$ cat src/rtl/alu_pkg.sv
// Shared ALU types and constants for the multiplier arbiter.
// Holds the arbiter FSM encoding, operand width and the quiet-NaN pattern.
package alu_pkg;

  localparam int OPND_W = 32;
  localparam logic [OPND_W-1:0] FP_QNAN = 32'h7FC0_0000;

  typedef enum logic [1:0] {
    IDLE  = 2'd0,
    ISSUE = 2'd1,
    WAIT  = 2'd2
  } state_t;

endpackage

$ cat src/rtl/mul_unit_arbiter_if.sv
// Requester and MultiUnit bundle around the arbiter; master is the arbiter side.
// req_err exists only when MUL_ARB_TIMEOUT_EN is defined.
interface mul_unit_arbiter_if import alu_pkg::*; #(
  parameter int NUM_REQ = 3
);

  logic [NUM_REQ-1:0]        req_trig;
  logic [NUM_REQ*OPND_W-1:0] req_data1;
  logic [NUM_REQ*OPND_W-1:0] req_data2;
  logic [OPND_W-1:0]         req_result;
  logic [NUM_REQ-1:0]        req_vld;
  logic [NUM_REQ-1:0]        req_busy;
  logic [OPND_W-1:0]         mul_data1_out;
  logic [OPND_W-1:0]         mul_data2_out;
  logic                      mul_trig_out;
  logic [OPND_W-1:0]         mul_result_in;
  logic                      mul_result_vld;
`ifdef MUL_ARB_TIMEOUT_EN
  logic [NUM_REQ-1:0]        req_err;

  modport master (
    input  req_trig, req_data1, req_data2, mul_result_in, mul_result_vld,
    output req_result, req_vld, req_busy, mul_data1_out, mul_data2_out, mul_trig_out, req_err
  );
  modport slave (
    output req_trig, req_data1, req_data2, mul_result_in, mul_result_vld,
    input  req_result, req_vld, req_busy, mul_data1_out, mul_data2_out, mul_trig_out, req_err
  );
`else
  modport master (
    input  req_trig, req_data1, req_data2, mul_result_in, mul_result_vld,
    output req_result, req_vld, req_busy, mul_data1_out, mul_data2_out, mul_trig_out
  );
  modport slave (
    output req_trig, req_data1, req_data2, mul_result_in, mul_result_vld,
    input  req_result, req_vld, req_busy, mul_data1_out, mul_data2_out, mul_trig_out
  );
`endif

endinterface

$ cat src/rtl/rr_arbiter.sv
// Round-robin pick: first pending bit after last_grant, wrapping; purely combinational.
// any_vld is low when nothing is pending.
module rr_arbiter #(
  parameter int NUM_REQ = 3,
  parameter int GRANT_W = 2
) (
  input  logic [NUM_REQ-1:0] pending,
  input  logic [GRANT_W-1:0] last_grant,
  output logic [GRANT_W-1:0] next_grant,
  output logic               any_vld
);

  logic [GRANT_W-1:0] cand;

  always_comb begin
    next_grant = '0;
    any_vld    = 1'b0;
    cand       = '0;
    for (int k = 1; k <= NUM_REQ; k++) begin
      cand = GRANT_W'((int'(last_grant) + k) % NUM_REQ);
      if (!any_vld && pending[cand]) begin
        any_vld    = 1'b1;
        next_grant = cand;
      end
    end
  end

endmodule

$ cat src/rtl/mul_unit_arbiter.sv
// Shares one MultiUnit among NUM_REQ one-shot requesters, round-robin; trig->mul_trig 2 edges, result->req_vld 1 edge.
// Trigs from a busy requester are dropped; MUL_ARB_TIMEOUT_EN adds a WAIT watchdog returning qNaN with req_err.
module mul_unit_arbiter import alu_pkg::*; #(
  parameter int NUM_REQ = 3
`ifdef MUL_ARB_TIMEOUT_EN
  , parameter int TIMEOUT_CYC = 64
`endif
) (
  input  logic                sys_clk,
  input  logic                sys_rst_n,
  mul_unit_arbiter_if.master  bus
);

  localparam int GRANT_W = $clog2(NUM_REQ);

  state_t                            state_q, state_d;
  logic [GRANT_W-1:0]                grant_q, grant_d;
  logic [GRANT_W-1:0]                last_grant_q, last_grant_d;
  logic [NUM_REQ-1:0]                pending_q, pending_d;
  logic [NUM_REQ-1:0][OPND_W-1:0]    slot1_q, slot1_d, slot2_q, slot2_d;
  logic [OPND_W-1:0]                 mul_d1_q, mul_d1_d, mul_d2_q, mul_d2_d;
  logic                              mul_trig_q, mul_trig_d;
  logic [OPND_W-1:0]                 result_q, result_d;
  logic [NUM_REQ-1:0]                vld_q, vld_d;
  logic [GRANT_W-1:0]                arb_grant;
  logic                              arb_vld;
  logic                              rsp_done, tmo_hit, finish;

  rr_arbiter #(.NUM_REQ(NUM_REQ), .GRANT_W(GRANT_W)) u_rr (
    .pending    (pending_q),
    .last_grant (last_grant_q),
    .next_grant (arb_grant),
    .any_vld    (arb_vld)
  );

  assign rsp_done = (state_q == WAIT) && bus.mul_result_vld;

`ifdef MUL_ARB_TIMEOUT_EN
  localparam int CNT_W = $clog2(TIMEOUT_CYC + 1);
  logic [CNT_W-1:0]   cnt_q, cnt_d;
  logic [NUM_REQ-1:0] err_q, err_d;

  // A real result on the final watchdog cycle wins over the timeout.
  assign tmo_hit = (state_q == WAIT) && !bus.mul_result_vld &&
                   (cnt_q == CNT_W'(TIMEOUT_CYC - 1));
  assign bus.req_err = err_q;
`else
  assign tmo_hit = 1'b0;
`endif

  assign finish = rsp_done | tmo_hit;

  always_ff @(posedge sys_clk or negedge sys_rst_n) begin
    if (!sys_rst_n) state_q <= IDLE;
    else            state_q <= state_d;
  end

  always_comb begin
    state_d = state_q;
    grant_d = grant_q;
    case (state_q)
      IDLE:    if (arb_vld) begin
                 grant_d = arb_grant;
                 state_d = ISSUE;
               end
      ISSUE:   state_d = WAIT;
      WAIT:    if (finish) state_d = IDLE;
      default: state_d = IDLE;
    endcase
  end

  always_comb begin
    pending_d    = pending_q;
    slot1_d      = slot1_q;
    slot2_d      = slot2_q;
    mul_d1_d     = mul_d1_q;
    mul_d2_d     = mul_d2_q;
    mul_trig_d   = 1'b0;
    result_d     = result_q;
    vld_d        = '0;
    last_grant_d = last_grant_q;
`ifdef MUL_ARB_TIMEOUT_EN
    err_d = '0;
    cnt_d = (state_q == WAIT) ? cnt_q + CNT_W'(1) : '0;
`endif
    // Capture checks the pre-edge pending bit, so a trig on the completing edge is lost.
    for (int i = 0; i < NUM_REQ; i++) begin
      if (bus.req_trig[i] && !pending_q[i]) begin
        pending_d[i] = 1'b1;
        slot1_d[i]   = bus.req_data1[OPND_W*i +: OPND_W];
        slot2_d[i]   = bus.req_data2[OPND_W*i +: OPND_W];
      end
    end
    if (state_q == ISSUE) begin
      mul_d1_d   = slot1_q[grant_q];
      mul_d2_d   = slot2_q[grant_q];
      mul_trig_d = 1'b1;
    end
    if (finish) begin
      pending_d[grant_q] = 1'b0;
      vld_d[grant_q]     = 1'b1;
      last_grant_d       = grant_q;
      result_d           = rsp_done ? bus.mul_result_in : FP_QNAN;
`ifdef MUL_ARB_TIMEOUT_EN
      err_d[grant_q]     = tmo_hit;
`endif
    end
  end

  always_ff @(posedge sys_clk or negedge sys_rst_n) begin
    if (!sys_rst_n) begin
      grant_q      <= '0;
      last_grant_q <= GRANT_W'(NUM_REQ - 1);
      pending_q    <= '0;
      slot1_q      <= '0;
      slot2_q      <= '0;
      mul_d1_q     <= '0;
      mul_d2_q     <= '0;
      mul_trig_q   <= 1'b0;
      result_q     <= '0;
      vld_q        <= '0;
    end else begin
      grant_q      <= grant_d;
      last_grant_q <= last_grant_d;
      pending_q    <= pending_d;
      slot1_q      <= slot1_d;
      slot2_q      <= slot2_d;
      mul_d1_q     <= mul_d1_d;
      mul_d2_q     <= mul_d2_d;
      mul_trig_q   <= mul_trig_d;
      result_q     <= result_d;
      vld_q        <= vld_d;
    end
  end

`ifdef MUL_ARB_TIMEOUT_EN
  always_ff @(posedge sys_clk or negedge sys_rst_n) begin
    if (!sys_rst_n) begin
      cnt_q <= '0;
      err_q <= '0;
    end else begin
      cnt_q <= cnt_d;
      err_q <= err_d;
    end
  end
`endif

  assign bus.req_result    = result_q;
  assign bus.req_vld       = vld_q;
  assign bus.req_busy      = pending_q;
  assign bus.mul_data1_out = mul_d1_q;
  assign bus.mul_data2_out = mul_d2_q;
  assign bus.mul_trig_out  = mul_trig_q;

endmodule

$ cat src/flat_wrapper.sv
// flat-port wrapper written by rule: the top's interface ports become plain ports
module mul_unit_arbiter_flat import alu_pkg::*;
#(
  parameter int NUM_REQ = 3

)
  (sys_clk, sys_rst_n, bus_req_trig, bus_req_data1, bus_req_data2, bus_mul_result_in, bus_mul_result_vld, bus_req_result, bus_req_vld, bus_req_busy, bus_mul_data1_out, bus_mul_data2_out, bus_mul_trig_out);
  mul_unit_arbiter_if #(.NUM_REQ(NUM_REQ)) bus_i ();
  input  logic sys_clk;
  input  logic sys_rst_n;
  input wire logic [$bits(bus_i.req_trig)-1:0] bus_req_trig;
  input wire logic [$bits(bus_i.req_data1)-1:0] bus_req_data1;
  input wire logic [$bits(bus_i.req_data2)-1:0] bus_req_data2;
  input wire logic [$bits(bus_i.mul_result_in)-1:0] bus_mul_result_in;
  input wire logic [$bits(bus_i.mul_result_vld)-1:0] bus_mul_result_vld;
  output wire logic [$bits(bus_i.req_result)-1:0] bus_req_result;
  output wire logic [$bits(bus_i.req_vld)-1:0] bus_req_vld;
  output wire logic [$bits(bus_i.req_busy)-1:0] bus_req_busy;
  output wire logic [$bits(bus_i.mul_data1_out)-1:0] bus_mul_data1_out;
  output wire logic [$bits(bus_i.mul_data2_out)-1:0] bus_mul_data2_out;
  output wire logic [$bits(bus_i.mul_trig_out)-1:0] bus_mul_trig_out;
  assign bus_i.req_trig = bus_req_trig;
  assign bus_i.req_data1 = bus_req_data1;
  assign bus_i.req_data2 = bus_req_data2;
  assign bus_i.mul_result_in = bus_mul_result_in;
  assign bus_i.mul_result_vld = bus_mul_result_vld;
  assign bus_req_result = bus_i.req_result;
  assign bus_req_vld = bus_i.req_vld;
  assign bus_req_busy = bus_i.req_busy;
  assign bus_mul_data1_out = bus_i.mul_data1_out;
  assign bus_mul_data2_out = bus_i.mul_data2_out;
  assign bus_mul_trig_out = bus_i.mul_trig_out;
  mul_unit_arbiter #(.NUM_REQ(NUM_REQ)) u_core (.sys_clk(sys_clk), .sys_rst_n(sys_rst_n), .bus(bus_i));
endmodule
$ cat config.mk
export PLATFORM = sky130hd
export DESIGN_NAME = mul_unit_arbiter_flat
export DESIGN_NICKNAME = d
export VERILOG_FILES = /design/src/rtl/alu_pkg.sv /design/src/rtl/mul_unit_arbiter_if.sv /design/src/rtl/rr_arbiter.sv /design/src/rtl/mul_unit_arbiter.sv /design/src/flat_wrapper.sv
export SDC_FILE = /design/constraint.sdc
export NUM_CORES = 1
export LEC_CHECK = 0
export BUFFER_PORTS_ARGS = -buffer_cell sky130_fd_sc_hd__buf_2
export CAP_MARGIN = 15
export CORE_MARGIN = 2
export CORE_UTILIZATION = 40
export CTS_CLUSTER_DIAMETER = 40
export DETAILED_ROUTE_END_ITERATION = 8
export HOLD_SLACK_MARGIN = 0.05
export PLACE_DENSITY = 0.66
export SYNTH_ARGS = -nofsm -noshare
export SYNTH_HDL_FRONTEND = slang
export SYNTH_HIERARCHICAL = 1
export SYNTH_SLANG_ARGS = --single-unit
$ cat constraint.sdc
create_clock -name sys_clk -period 1.85 [get_ports sys_clk]
set_input_delay 0.0925 -clock sys_clk [delete_from_list [all_inputs] [get_ports sys_clk]]
set_output_delay 0.0925 -clock sys_clk [all_outputs]
set_load 0.05 [all_outputs]
==> results_dict.tcl <==
set metrics [dict create \
    outcome "complete, but fails checks" \
    violations "negative setup slack" \
    chipHeight_um 182 \
    crit_required_ns 2.25 \
    dp_hpwl_um 21000 \
    grt_start_max_net_pins 69 \
    period_needed_ns 1.92 \
    areaGrowthSynthToFinish_pct 49.7 \
    power.density_nw_per_um2 1890 \
    cts_sinks 301 \
    dr_total_vias 9774 \
    synth_top_area_cell "dfrtp_1" \
    slew_violations 0 \
    die-area_um2 33000 \
    io_pins 333 \
    drtPass1Iterations 4 \
    yosysUniqueCellTypes 33 \
    drtIter0Drc 470 \
    ys.flop_type "dfrtp_1" \
    final_design_area_no_fill_um2 18900 \
    synth_commonest_cells "300 x dfrtp_1, 228 x mux2_2, 129 x a21oi_1" \
    cts_root_buf "clkbuf_16" \
    synthCells 948 \
    startpoint_type "flop" \
    vdd_drop_max_mv 1.02 \
    p_leak_nw 8.71 \
    rows 65 \
    wl_per_cell_um 18.4 \
    rsz0062_at_grt "yes" \
    clkLatencyLatePin_ns 0.54 \
    yosys_warnings 6 \
    crit_path_top_delay_cell "dfstp_2" \
    synth_edf_count 0 \
    htreeDepth 2 \
    route.detailed.drc 0 \
    hp-class "in2async" \
    syn_nets 1180 \
    yosysTopAreaCellShare_pct 59.5 \
    cp_slowest_stage_delay_ns 0.57 \
    port_buffers 332 \
    cp_cell_sequence "ha_4 > maj3_2 > a21oi_2 > nor3b_4 > mux2_4" \
    arrival_ns 2.33 \
    die_w_um 182 \
    hold_viol 0 \
    coreArea_um2 31300 \
    final_nets 1755 \
    ys_ff_latch 301 \
    viasPerCell 4.97 \
    drive_gt1_share_pct 47.6 \
    max-clock-path-buffers 3 \
    fmax_mhz 521 \
    dp_slack_ns -0.100 \
    relSlewSlack_pct 68.8 \
    cap_violations 0 \
    path_clk_slew_ns 0.05 \
    endpoint_kind "flop" \
    netlist_area_um2 12600 \
    timing.final.crit_share_pct 104 \
    tightest_slew_ns 0.467 \
    setup_viol 2 \
    antenna_found_initial 4 \
    initial_core_util_pct 40.3 \
    grt_pass1_vias 10900 \
    ant_nets 0 \
    seq_area_frac_synth_pct 59.7 \
    grt-ovfl-total 0 \
    fin_skew_ns 0.0193 \
    fill_cells 2407 \
    place_congestion 0.752 \
    path_max_fanout 3 \
    numCtsBuffers 46 \
    grt_pass1_wl_um 58100 \
    cts_tree "done" \
    final.setup.worst_slack_ns -0.0709 \
    whs_ns 0.0876 \
    grt.total_usage_pct 22.0 \
    synth_area_leaders "dfrtp_1 59%, mux2_2 20%, a21oi_1 5.1%" \
    async_flop_share_pct 100 \
    finalWirelength_um 36200 \
    crit_type "reg2reg" \
    post_dp_cell_area_um2 14900 \
    yosysMostFrequentCell "dfrtp_1" \
    syn_avg_cell_area_um2 13.3 \
]
-- timing repair --
item | CTS | global route
setup buffers | 0 | 1
gates resized for setup | 7 | 1
endpoints found under the hold margin | 528 | 0
setup endpoints to repair | 2 | 2
hold buffers | 229 | 0
pin swaps | 1 | 0
-- layer usage --
| layer | part of all wire [%] | track usage (%) |
|---|---|---|
| met1 | 41 | 26.6 |
| met2 | 50 | 38.3 |
| met3 | 5.8 | 5.13 |
| met4 | 3.5 | 8.55 |
| met5 | 0 | 0 |
-- cells in the final DEF, fill, tap and decap left out, types with 16 or more instances in the layout --
cell,count
buf_2,331
dfrtp_1,298
dlygate4sd3_1,229
mux2_2,226
a21oi_1,128
nor2_1,70
mux2i_1,64
or2_2,53
clkbuf_16,47
buf_12,16
-- final timing paths --
path                                              start                            to  slack [ns]  cells after the start
hold reg to reg            u_core/bus.mul_data2_out[30]  u_core/bus.mul_data2_out[30]        0.49                      1
max in group asynchronous                     sys_rst_n        u_core/last_grant_q[1]        1.03                      3
setup / recovery                 u_core/last_grant_q[1]             u_core/grant_q[0]       -0.07                      5
hold / removal                                sys_rst_n            u_core/slot2_q[13]        0.09                      2
setup reg to reg                 u_core/last_grant_q[1]             u_core/grant_q[0]       -0.07                      5
min in group sys_clk                  bus_req_data1[51]            u_core/slot1_q[51]        0.32                      3
-- layout make-up --
| class | instances | area [µm²] | area share, % |
|---|---|---|---|
| tap | 402 | 503 | 2.66 |
| timing repair buffer | 588 | 4370 | 23.1 |
| sequential | 301 | 7540 | 39.9 |
| multi-input combinational | 581 | 4790 | 25.4 |
| antenna | 4 | 10.0 | 0.0530 |
| clock buffer | 53 | 1250 | 6.61 |
| inverter | 5 | 18.8 | 0.0993 |
| clock inverter | 32 | 417 | 2.20 |
-- power by group --
part           internal, mW  total (mW)  leakage (nW)  switching (mW)
sequential             9.93        11.8          3.58            1.89
combinational          5.96        14.6          4.32            8.68
clock                  6.00        9.23         0.811            3.23
-- worst max-delay path: cells and delay by family, from the launching register on --
family,cells,cell delay [ns]
mux,1,0.33
flops,1,0.57
fa+ha+maj,2,0.52
compound gates,1,0.13
simple gates,1,0.26
-- stage by stage --
step	cells	utilization, %	TNS (ns)	power (mW)
after floorplan	948	-	-0.0111	22.1
after global placement	1647	47.6	-0.135	25.5
after detailed placement	1647	47.6	-0.190	25.9
after CTS	1961	60.3	-0.127	35.7
after global routing	1966	60.4	-0.251	37.6
final	1966	60.4	-0.134	35.7
-- logic make-up (layout without fill, tap and decap cells) --
kind of cell | Yosys count | count (layout) | share of synthesized area [%]
flip-flops | 301 | 301 | 59.7
multiplexers | 292 | 292 | 25.4
AND/OR/NAND/NOR | 148 | 148 | 5.98
AO/OA/AOI/OAI | 138 | 138 | 5.63
buffers and inverters | 66 | 678 | 2.98
adder cells (fa/ha/maj) | 3 | 3 | 0.287
other | 0 | 4 | 0
-- registers in the layout, indices dropped and copies added, names as in the netlist --
name and cells:
u_core/bus.req_vld 3, u_core/slot1_q 96, u_core/state_q 2, u_core/bus.req_result 32
u_core/bus.mul_trig_out 1, u_core/last_grant_q 2, u_core/bus.mul_data1_out 32, u_core/slot2_q 96
u_core/bus.req_busy 3, u_core/grant_q 2, u_core/bus.mul_data2_out 32
Power figures use the tool's default switching activity.
